### src/rtl/pci_tx_pkg.sv
// Shared types and constants for the PCI transmit path VC scheduling logic.
// Holds the arbiter state encoding, VC identifiers and the default word width.
package pci_tx_pkg;

    localparam int DEFAULT_DATA_WIDTH = 6;

    localparam logic VC0_ID = 1'b0;
    localparam logic VC1_ID = 1'b1;

    typedef enum logic [1:0] {
        IDLE      = 2'd0,
        SERVE_VC0 = 2'd1,
        SERVE_VC1 = 2'd2
    } arb_state_t;

    // Grant credit decrement that parks at zero while a lone VC keeps being served.
    function automatic logic [2:0] credit_dec_sat(input logic [2:0] credit);
        logic [2:0] result;
        if (credit == 3'd0) begin
            result = 3'd0;
        end else begin
            result = credit - 3'd1;
        end
        return result;
    endfunction

endpackage

### src/rtl/vc_pop_arbiter.sv
// Weighted round-robin pop scheduler for the VC0/VC1 transmit FIFOs with a
// registered capture stage that tags each popped word with its source VC.
module vc_pop_arbiter
    import pci_tx_pkg::*;
#(
    parameter int DATA_WIDTH = DEFAULT_DATA_WIDTH,
    parameter int WEIGHT_VC0 = 3,
    parameter int WEIGHT_VC1 = 1
) (
    input  logic                  clk,
    input  logic                  reset,
    input  logic                  empty_fifo_VC0,
    input  logic                  almost_empty_fifo_VC0,
    input  logic [DATA_WIDTH-1:0] data_out_VC0,
    input  logic                  empty_fifo_VC1,
    input  logic                  almost_empty_fifo_VC1,
    input  logic [DATA_WIDTH-1:0] data_out_VC1,
    input  logic                  pause,
    output logic                  pop_VC0_fifo,
    output logic                  pop_VC1_fifo,
    output logic [DATA_WIDTH-1:0] data_out,
    output logic                  valid_out,
    output logic                  vc_id
);

    localparam logic [2:0] RELOAD_VC0 = 3'(WEIGHT_VC0 - 1);
    localparam logic [2:0] RELOAD_VC1 = 3'(WEIGHT_VC1 - 1);

    arb_state_t            state_q;
    arb_state_t            state_d;
    logic [2:0]            credit_q;
    logic [2:0]            credit_d;
    logic                  pop_vc0_q;
    logic                  pop_vc0_d;
    logic                  pop_vc1_q;
    logic                  pop_vc1_d;
    logic [DATA_WIDTH-1:0] data_q;
    logic                  valid_q;
    logic                  vc_id_q;
    logic                  elig_vc0_s;
    logic                  elig_vc1_s;

    // A FIFO showing its last word while we already pop it has nothing left to offer,
    // because its flags only catch up one cycle after the pop.
    assign elig_vc0_s = !empty_fifo_VC0 && !(pop_vc0_q && almost_empty_fifo_VC0);
    assign elig_vc1_s = !empty_fifo_VC1 && !(pop_vc1_q && almost_empty_fifo_VC1);

    // Next-state, credit and pop decision for the weighted round-robin.
    always_comb begin
        state_d   = state_q;
        credit_d  = credit_q;
        pop_vc0_d = 1'b0;
        pop_vc1_d = 1'b0;
        if (pause) begin
            state_d  = state_q;
            credit_d = credit_q;
        end else begin
            case (state_q)
                IDLE: begin
                    if (elig_vc0_s) begin
                        state_d   = SERVE_VC0;
                        credit_d  = RELOAD_VC0;
                        pop_vc0_d = 1'b1;
                    end else if (elig_vc1_s) begin
                        state_d   = SERVE_VC1;
                        credit_d  = RELOAD_VC1;
                        pop_vc1_d = 1'b1;
                    end else begin
                        state_d  = IDLE;
                        credit_d = 3'd0;
                    end
                end
                SERVE_VC0: begin
                    if (elig_vc0_s && ((credit_q != 3'd0) || !elig_vc1_s)) begin
                        credit_d  = credit_dec_sat(credit_q);
                        pop_vc0_d = 1'b1;
                    end else if (elig_vc1_s) begin
                        state_d   = SERVE_VC1;
                        credit_d  = RELOAD_VC1;
                        pop_vc1_d = 1'b1;
                    end else begin
                        state_d  = IDLE;
                        credit_d = 3'd0;
                    end
                end
                SERVE_VC1: begin
                    if (elig_vc1_s && ((credit_q != 3'd0) || !elig_vc0_s)) begin
                        credit_d  = credit_dec_sat(credit_q);
                        pop_vc1_d = 1'b1;
                    end else if (elig_vc0_s) begin
                        state_d   = SERVE_VC0;
                        credit_d  = RELOAD_VC0;
                        pop_vc0_d = 1'b1;
                    end else begin
                        state_d  = IDLE;
                        credit_d = 3'd0;
                    end
                end
                default: begin
                    state_d  = IDLE;
                    credit_d = 3'd0;
                end
            endcase
        end
    end

    // Arbiter state, credit and registered pop strobes.
    always_ff @(posedge clk) begin
        if (reset) begin
            state_q   <= IDLE;
            credit_q  <= 3'd0;
            pop_vc0_q <= 1'b0;
            pop_vc1_q <= 1'b0;
        end else begin
            state_q   <= state_d;
            credit_q  <= credit_d;
            pop_vc0_q <= pop_vc0_d;
            pop_vc1_q <= pop_vc1_d;
        end
    end

    // Capture stage: the registered pop strobes are the one-cycle-delayed pop
    // flags that select which FIFO's read data lands in the output register.
    always_ff @(posedge clk) begin
        if (reset) begin
            data_q  <= {DATA_WIDTH{1'b0}};
            valid_q <= 1'b0;
            vc_id_q <= VC0_ID;
        end else begin
            valid_q <= pop_vc0_q | pop_vc1_q;
            if (pop_vc0_q) begin
                data_q  <= data_out_VC0;
                vc_id_q <= VC0_ID;
            end else if (pop_vc1_q) begin
                data_q  <= data_out_VC1;
                vc_id_q <= VC1_ID;
            end else begin
                data_q  <= data_q;
                vc_id_q <= vc_id_q;
            end
        end
    end

    assign pop_VC0_fifo = pop_vc0_q;
    assign pop_VC1_fifo = pop_vc1_q;
    assign data_out     = data_q;
    assign valid_out    = valid_q;
    assign vc_id        = vc_id_q;

endmodule

### config.mk
export PLATFORM = sky130hd
export DESIGN_NAME = vc_pop_arbiter
export DESIGN_NICKNAME = d
export VERILOG_FILES = /design/src/rtl/pci_tx_pkg.sv /design/src/rtl/vc_pop_arbiter.sv
export SDC_FILE = /design/constraint.sdc
export NUM_CORES = 1
export LEC_CHECK = 0
export CAP_MARGIN = 30
export CORE_MARGIN = 2
export CORE_UTILIZATION = 46
export DETAILED_ROUTE_END_ITERATION = 12
export PLACE_DENSITY = 0.83
export SLEW_MARGIN = 5
export SYNTH_ARGS = -nofsm -noshare
export SYNTH_HDL_FRONTEND = slang
export SYNTH_SLANG_ARGS = --single-unit
### constraint.sdc
create_clock -name clk -period 3.5 [get_ports clk]
set_clock_uncertainty 0.05 [all_clocks]
set_input_delay 0.525 -clock clk [delete_from_list [all_inputs] [get_ports clk]]
set_output_delay 0.525 -clock clk [all_outputs]
set_load 0.05 [all_outputs]
==> results of run 1 <==
placed cells by master (no fill, tap or decap), types with 2 or more instances in the layout:
| cell | synthesis | final |
|---|---|---|
| nand3b_1 | 2 | 2 |
| inv_1 | 3 | 3 |
| mux2i_1 | 7 | 7 |
| clkdlybuf4s50_1 | 0 | 28 |
| clkbuf_4 | 0 | 3 |
| nor2_1 | 20 | 20 |
| o22ai_1 | 4 | 4 |
| a21oi_1 | 12 | 12 |
| nand2_1 | 5 | 5 |
| dfxtp_1 | 15 | 15 |
routing by layer:
| metal | up-vias | GRT usage, % | wire [um] |
|---|---|---|---|
| met1 | 343 | 23.0 | 755 |
| met4 | 0 | 7.06 | 15 |
| met3 | 2 | 6.80 | 151 |
| met2 | 30 | 32.3 | 894 |
| met5 | - | 0 | 0 |
| li1 | 379 | - | - |
kinds of logic after synthesis:
logic type / after synthesis / share of synthesized area (%)
simple gates: 32 / 18.4
compound gates: 28 / 28.0
flops: 15 / 38.5
buf+inv: 9 / 6.09
mux: 7 / 8.97
area by class of cell:
type | instances | area share (%)
multi-input combinational | 67 | 40.4
clock buffer | 4 | 2.45
sequential | 15 | 28.0
tap | 16 | 1.87
timing repair buffer | 28 | 26.2
inverter | 3 | 1.05
flip-flops by register name, indices dropped and copies added (netlist names):
register / cells
credit_q: 3
data_out: 6
valid_out: 1
pop_VC0_fifo: 1
state_q: 2
pop_VC1_fifo: 1
vc_id: 1
path summary, 6_finish.rpt:
path	end	depth (start not counted)
worst max-delay path	pop_VC1_fifo	1
worst max register to register	credit_q[2]$_SDFFE_PP0N_	4
worst min-delay path	vc_id$_SDFFE_PP0P_	2
worst min register to register	vc_id$_SDFFE_PP0P_	2
power by group through the flow:
stage | Sequential [uW] | Clock, uW | Combinational, uW
3_3_place_gp | 193 | 0 | 91.5
6_report | 190 | 98.3 | 93.0
5_1_grt | 191 | 108 | 98.9
2_1_floorplan | 207 | 0 | 40.0
4_1_cts | 190 | 102 | 93.2
3_5_place_dp | 194 | 0 | 92.6
metrics by stage:
step | instance area (um2) | setup slack, ps
final | 1070 | 1060
after global routing | 1070 | 1000
after CTS | 1070 | 1050
after detailed placement | 1040 | 1330
after global placement | 1040 | 1400
after floorplan | 781 | 1810
==> flow_summary.ini, run 1 <==
[status]
outcome = completed

[power]
fin_total_pwr_uw = 381
p_clk_share_pct = 25.8
power_density_nw_per_um2 = 356
peakVddDrop_v = 0.000272
p_comb_share_pct = 24.4
seqPwrFrac_pct = 49.8
p_int_uw = 266
leakage_uw = 0.000376
switchingPower_uw = 115
sw_frac_of_total_pct = 30.2

[synth]
ys_seq_area_share_pct = 38.5
syn-num-nets = 110
syn_inst = 91
synth_top_cell_by_area = dfxtp_1
synth.cell_area_um2 = 781
synth-edff-count = 0
synth_cell_types = 30
ys.warnings.count = 0
synth_seq_cells = 15
yosysMostFrequentCell = nor2_1
synthTopCellsByArea = dfxtp_1 (38%), nor2_1 (9.6%), mux2i_1 (9.0%), a21oi_1 (7.7%), a2111oi_4 (3.5%)
syn_avg_cell_area_um2 = 8.58
synth.top_cell.area_share_pct = 38.5
async_flop_share_pct = 0
synth_flop_cell = dfxtp_1
yosys-top-cells-count = nor2_1 (20), dfxtp_1 (15), a21oi_1 (12), mux2i_1 (7), nand2_1 (5)

[finish]
final_nets = 137
area_delta_synth_final_pct = 37.2
drive_gt1_share_pct = 8.55
fin_util_pct = 69.5
regArea_um2 = 300
fin_cells = 133
n_fill_cell = 124
multi_input_area_um2 = 433
diodes = 0

[worst_setup_path]
worst_ep_required_time_ps = 2920
critPathKind = reg -> out
startpoint = pop_VC1_fifo$_SDFF_PP0_
crit_family = buffers and inverters
r2r_setup_slack_ps = 1830
end_kind = output port
cp_num_buf_inv = 1
worstPathArrival_ps = 1860
slowest_stage = clkdlybuf4s50_1
cp_max_fo = 11
cp_cell_sequence = clkdlybuf4s50_1
r2r-start = pop_VC1_fifo$_SDFF_PP0_
startpoint_type = flop
critPathMaxStageDelay_ps = 910

[cts]
cts.clk_slew.worst_paths_ps = 80
cts_buffers = 3
clock_latency_ps = 280
cts_buffer_depth = 2
clock-root-buffer = clkbuf_4
cts_resized = 0
holdBufCountCts = 0
htreeDepth = 1
cts_tree = built
post_cts_buffers = 0
cts_sinks = 15

[die]
num_io_pins = 29
die_h_um = 45.2
die_x_um = 45.2
core_area_um2 = 1540
die-area_um2 = 2040
start_util_pct = 50.6
rows = 14

[detailed_routing]
dr.first_iter.drc_count = 20
viasPerCell = 5.67
drc = 0
drt_first_pass_iters = 4
drt-total-wl_um = 1820
avgRoutedWirePerCell_um = 13.7
ant_nets = 0
vias = 754

[timing]
period_needed_ps = 2440
hold_ws_ps = 444
finalHoldViolations = 0
grt_setup_unrepaired = no
finalSetupViolations = 0
tightest_slew_ps = 559
fin_tns_setup_ps = 0
fmax_mhz = 410
post-route-period-util_pct = 69.7
drv_slew = 0
slew_headroom_pct = 62.6

[place]
dpl.cell_count = 129
gp_congestion = 0.879
dp_hpwl_um = 1330
port_buffers = 28

[worst_hold_path]
hold_class = reg -> reg
hp-start = vc_id$_SDFFE_PP0P_

[grt]
grt_pass1_vias = 654
grt_max_degree = 18
overflow = 0
grt_pass1_wl_um = 2800
grt_use_total_pct = 19.4
antenna_found_initial = 0

[flow_run]
maxCapViolations = 0
Note: power is estimated with default switching activity, not from simulation.
==> run 2: changes to the inputs <==
--- a/config.mk
+++ b/config.mk
@@ -7,9 +7,9 @@
 export LEC_CHECK = 0
 export CAP_MARGIN = 30
 export CORE_MARGIN = 2
-export CORE_UTILIZATION = 46
+export CORE_UTILIZATION = 42
 export DETAILED_ROUTE_END_ITERATION = 12
-export PLACE_DENSITY = 0.83
+export PLACE_DENSITY = 0.76
 export SLEW_MARGIN = 5
 export SYNTH_ARGS = -nofsm -noshare
 export SYNTH_HDL_FRONTEND = slang
==> constraint.sdc (replaced) <==
create_clock -name clk -period 2.3 [get_ports clk]
set_clock_uncertainty 0.05 [all_clocks]
set_input_delay 0.345 -clock clk [delete_from_list [all_inputs] [get_ports clk]]
set_output_delay 0.345 -clock clk [all_outputs]
set_load 0.05 [all_outputs]
==> flow_summary.ini, run 2 (synthesized netlist as in run 1, its figures left out) <==
[worst_setup_path]
critPathKind = reg -> out
cp_max_fo = 2
slowest_stage = clkdlybuf4s50_1
startpoint = vc_id$_SDFFE_PP0P_
worstPathArrival_ps = 1430
crit_family = buffers and inverters
worst_ep_required_time_ps = 1900
cp_num_buf_inv = 1
r2r-start = pop_VC0_fifo$_SDFF_PP0_
startpoint_type = flop
critPathMaxStageDelay_ps = 820
end_kind = output port
cp_cell_sequence = clkdlybuf4s50_1

[power]
peakVddDrop_v = 0.000318
sw_frac_of_total_pct = 30.3
fin_total_pwr_uw = 585
p_comb_share_pct = 25.5
power_density_nw_per_um2 = 529
seqPwrFrac_pct = 48.4
leakage_uw = 0.000392
p_clk_share_pct = 26.1
p_int_uw = 408
switchingPower_uw = 177

[grt]
grt_pass1_vias = 590
grt_pass1_wl_um = 2470
grt_use_total_pct = 16.3
grt_max_degree = 17
overflow = 0
antenna_found_initial = 0

[cts]
cts_buffer_depth = 2
cts_buffers = 3
cts_sinks = 15
clock_latency_ps = 280
post_cts_buffers = 0
holdBufCountCts = 0
htreeDepth = 1
cts.clk_slew.worst_paths_ps = 90
cts_resized = 0
clock-root-buffer = clkbuf_4
cts_tree = built

[timing]
hold_ws_ps = 444
fmax_mhz = 547
fin_tns_setup_ps = 0
drv_slew = 0
finalSetupViolations = 0
grt_setup_unrepaired = no
finalHoldViolations = 0
slew_headroom_pct = 65.2
period_needed_ps = 1830
post-route-period-util_pct = 79.4
tightest_slew_ps = 521

[worst_hold_path]
hold_class = reg -> reg
hp-start = vc_id$_SDFFE_PP0P_

[detailed_routing]
ant_nets = 0
vias = 759
drc = 0
viasPerCell = 5.23
avgRoutedWirePerCell_um = 12.0
dr.first_iter.drc_count = 14
drt-total-wl_um = 1740
drt_first_pass_iters = 4

[die]
rows = 15
die_x_um = 47.1
core_area_um2 = 1750
num_io_pins = 29
die_h_um = 47.1
start_util_pct = 44.7
die-area_um2 = 2220

[finish]
n_fill_cell = 161
final_area_um2 = 1100
final_nets = 140
final_common_cell = clkdlybuf4s50_1
regArea_um2 = 300
area_delta_synth_final_pct = 41.5
fin_cells = 145
largest_reg_flops = 6
multi_input_area_um2 = 433
layout_common_cells = clkdlybuf4s50_1 (28), nor2_1 (20), dfxtp_1 (15), a21oi_1 (12), mux2i_1 (7)
diodes = 0
drive_gt1_share_pct = 10.8

[place]
port_buffers = 28
dpl.cell_count = 141
gp_congestion = 0.850
dp_hpwl_um = 1320
detailed_place.area_um2 = 1080

[status]
outcome = completed

[flow_run]
maxCapViolations = 0
[run 2: cell types whose count changed in the layout (fill, tap and decap cells not counted)]
cell and delta:
buf_4 +3
[run 2: power groups by stage]
| stage | Sequential (uW) | Clock (uW) | Combinational, uW |
|---|---|---|---|
| final | 283 | 153 | 149 |
| after global routing | 285 | 170 | 160 |
| after CTS | 283 | 157 | 150 |
| after detailed placement | 289 | 0 | 149 |
| after global placement | 288 | 0 | 148 |
| after floorplan | 315 | 0 | 60.9 |
[run 2: final timing paths]
check / slack (ps) / to / depth (start not counted)
worst min-delay path: 440 / vc_id$_SDFFE_PP0P_ / 2
worst max register to register: 800 / credit_q[2]$_SDFFE_PP0N_ / 5
worst max-delay path: 470 / vc_id / 1
worst min register to register: 440 / vc_id$_SDFFE_PP0P_ / 2
[run 2: tightest hold or removal path, delay by kind of cell, from the launching register on]
family / cells / cell delay [ps]
flops: 1 / 320
simple gates: 2 / 140
[run 2: per-layer routing]
layer,up-vias,part of all wire (%),global-route usage (%)
li1,386,-,-
met1,333,44,19.0
met2,36,43,26.3
met3,4,11,5.77
met4,0,1.5,8.33
met5,-,0,0
[run 2: per-stage QoR]
| stage | utilization, % | worst slack (ps) |
|---|---|---|
| final | 63.3 | 473 |
| after global routing | 63.3 | 429 |
| after CTS | 63.3 | 465 |
| after detailed placement | 61.8 | 552 |
| after global placement | 61.8 | 578 |
| after floorplan | - | 608 |
[run 2: layout make-up]
cell class	count	area share, %
clock buffers	4	2.38
inverters	3	1.02
multi-input cells	67	39.2
flip-flops and latches	15	27.2
well taps	25	2.83
repair buffers	31	27.4
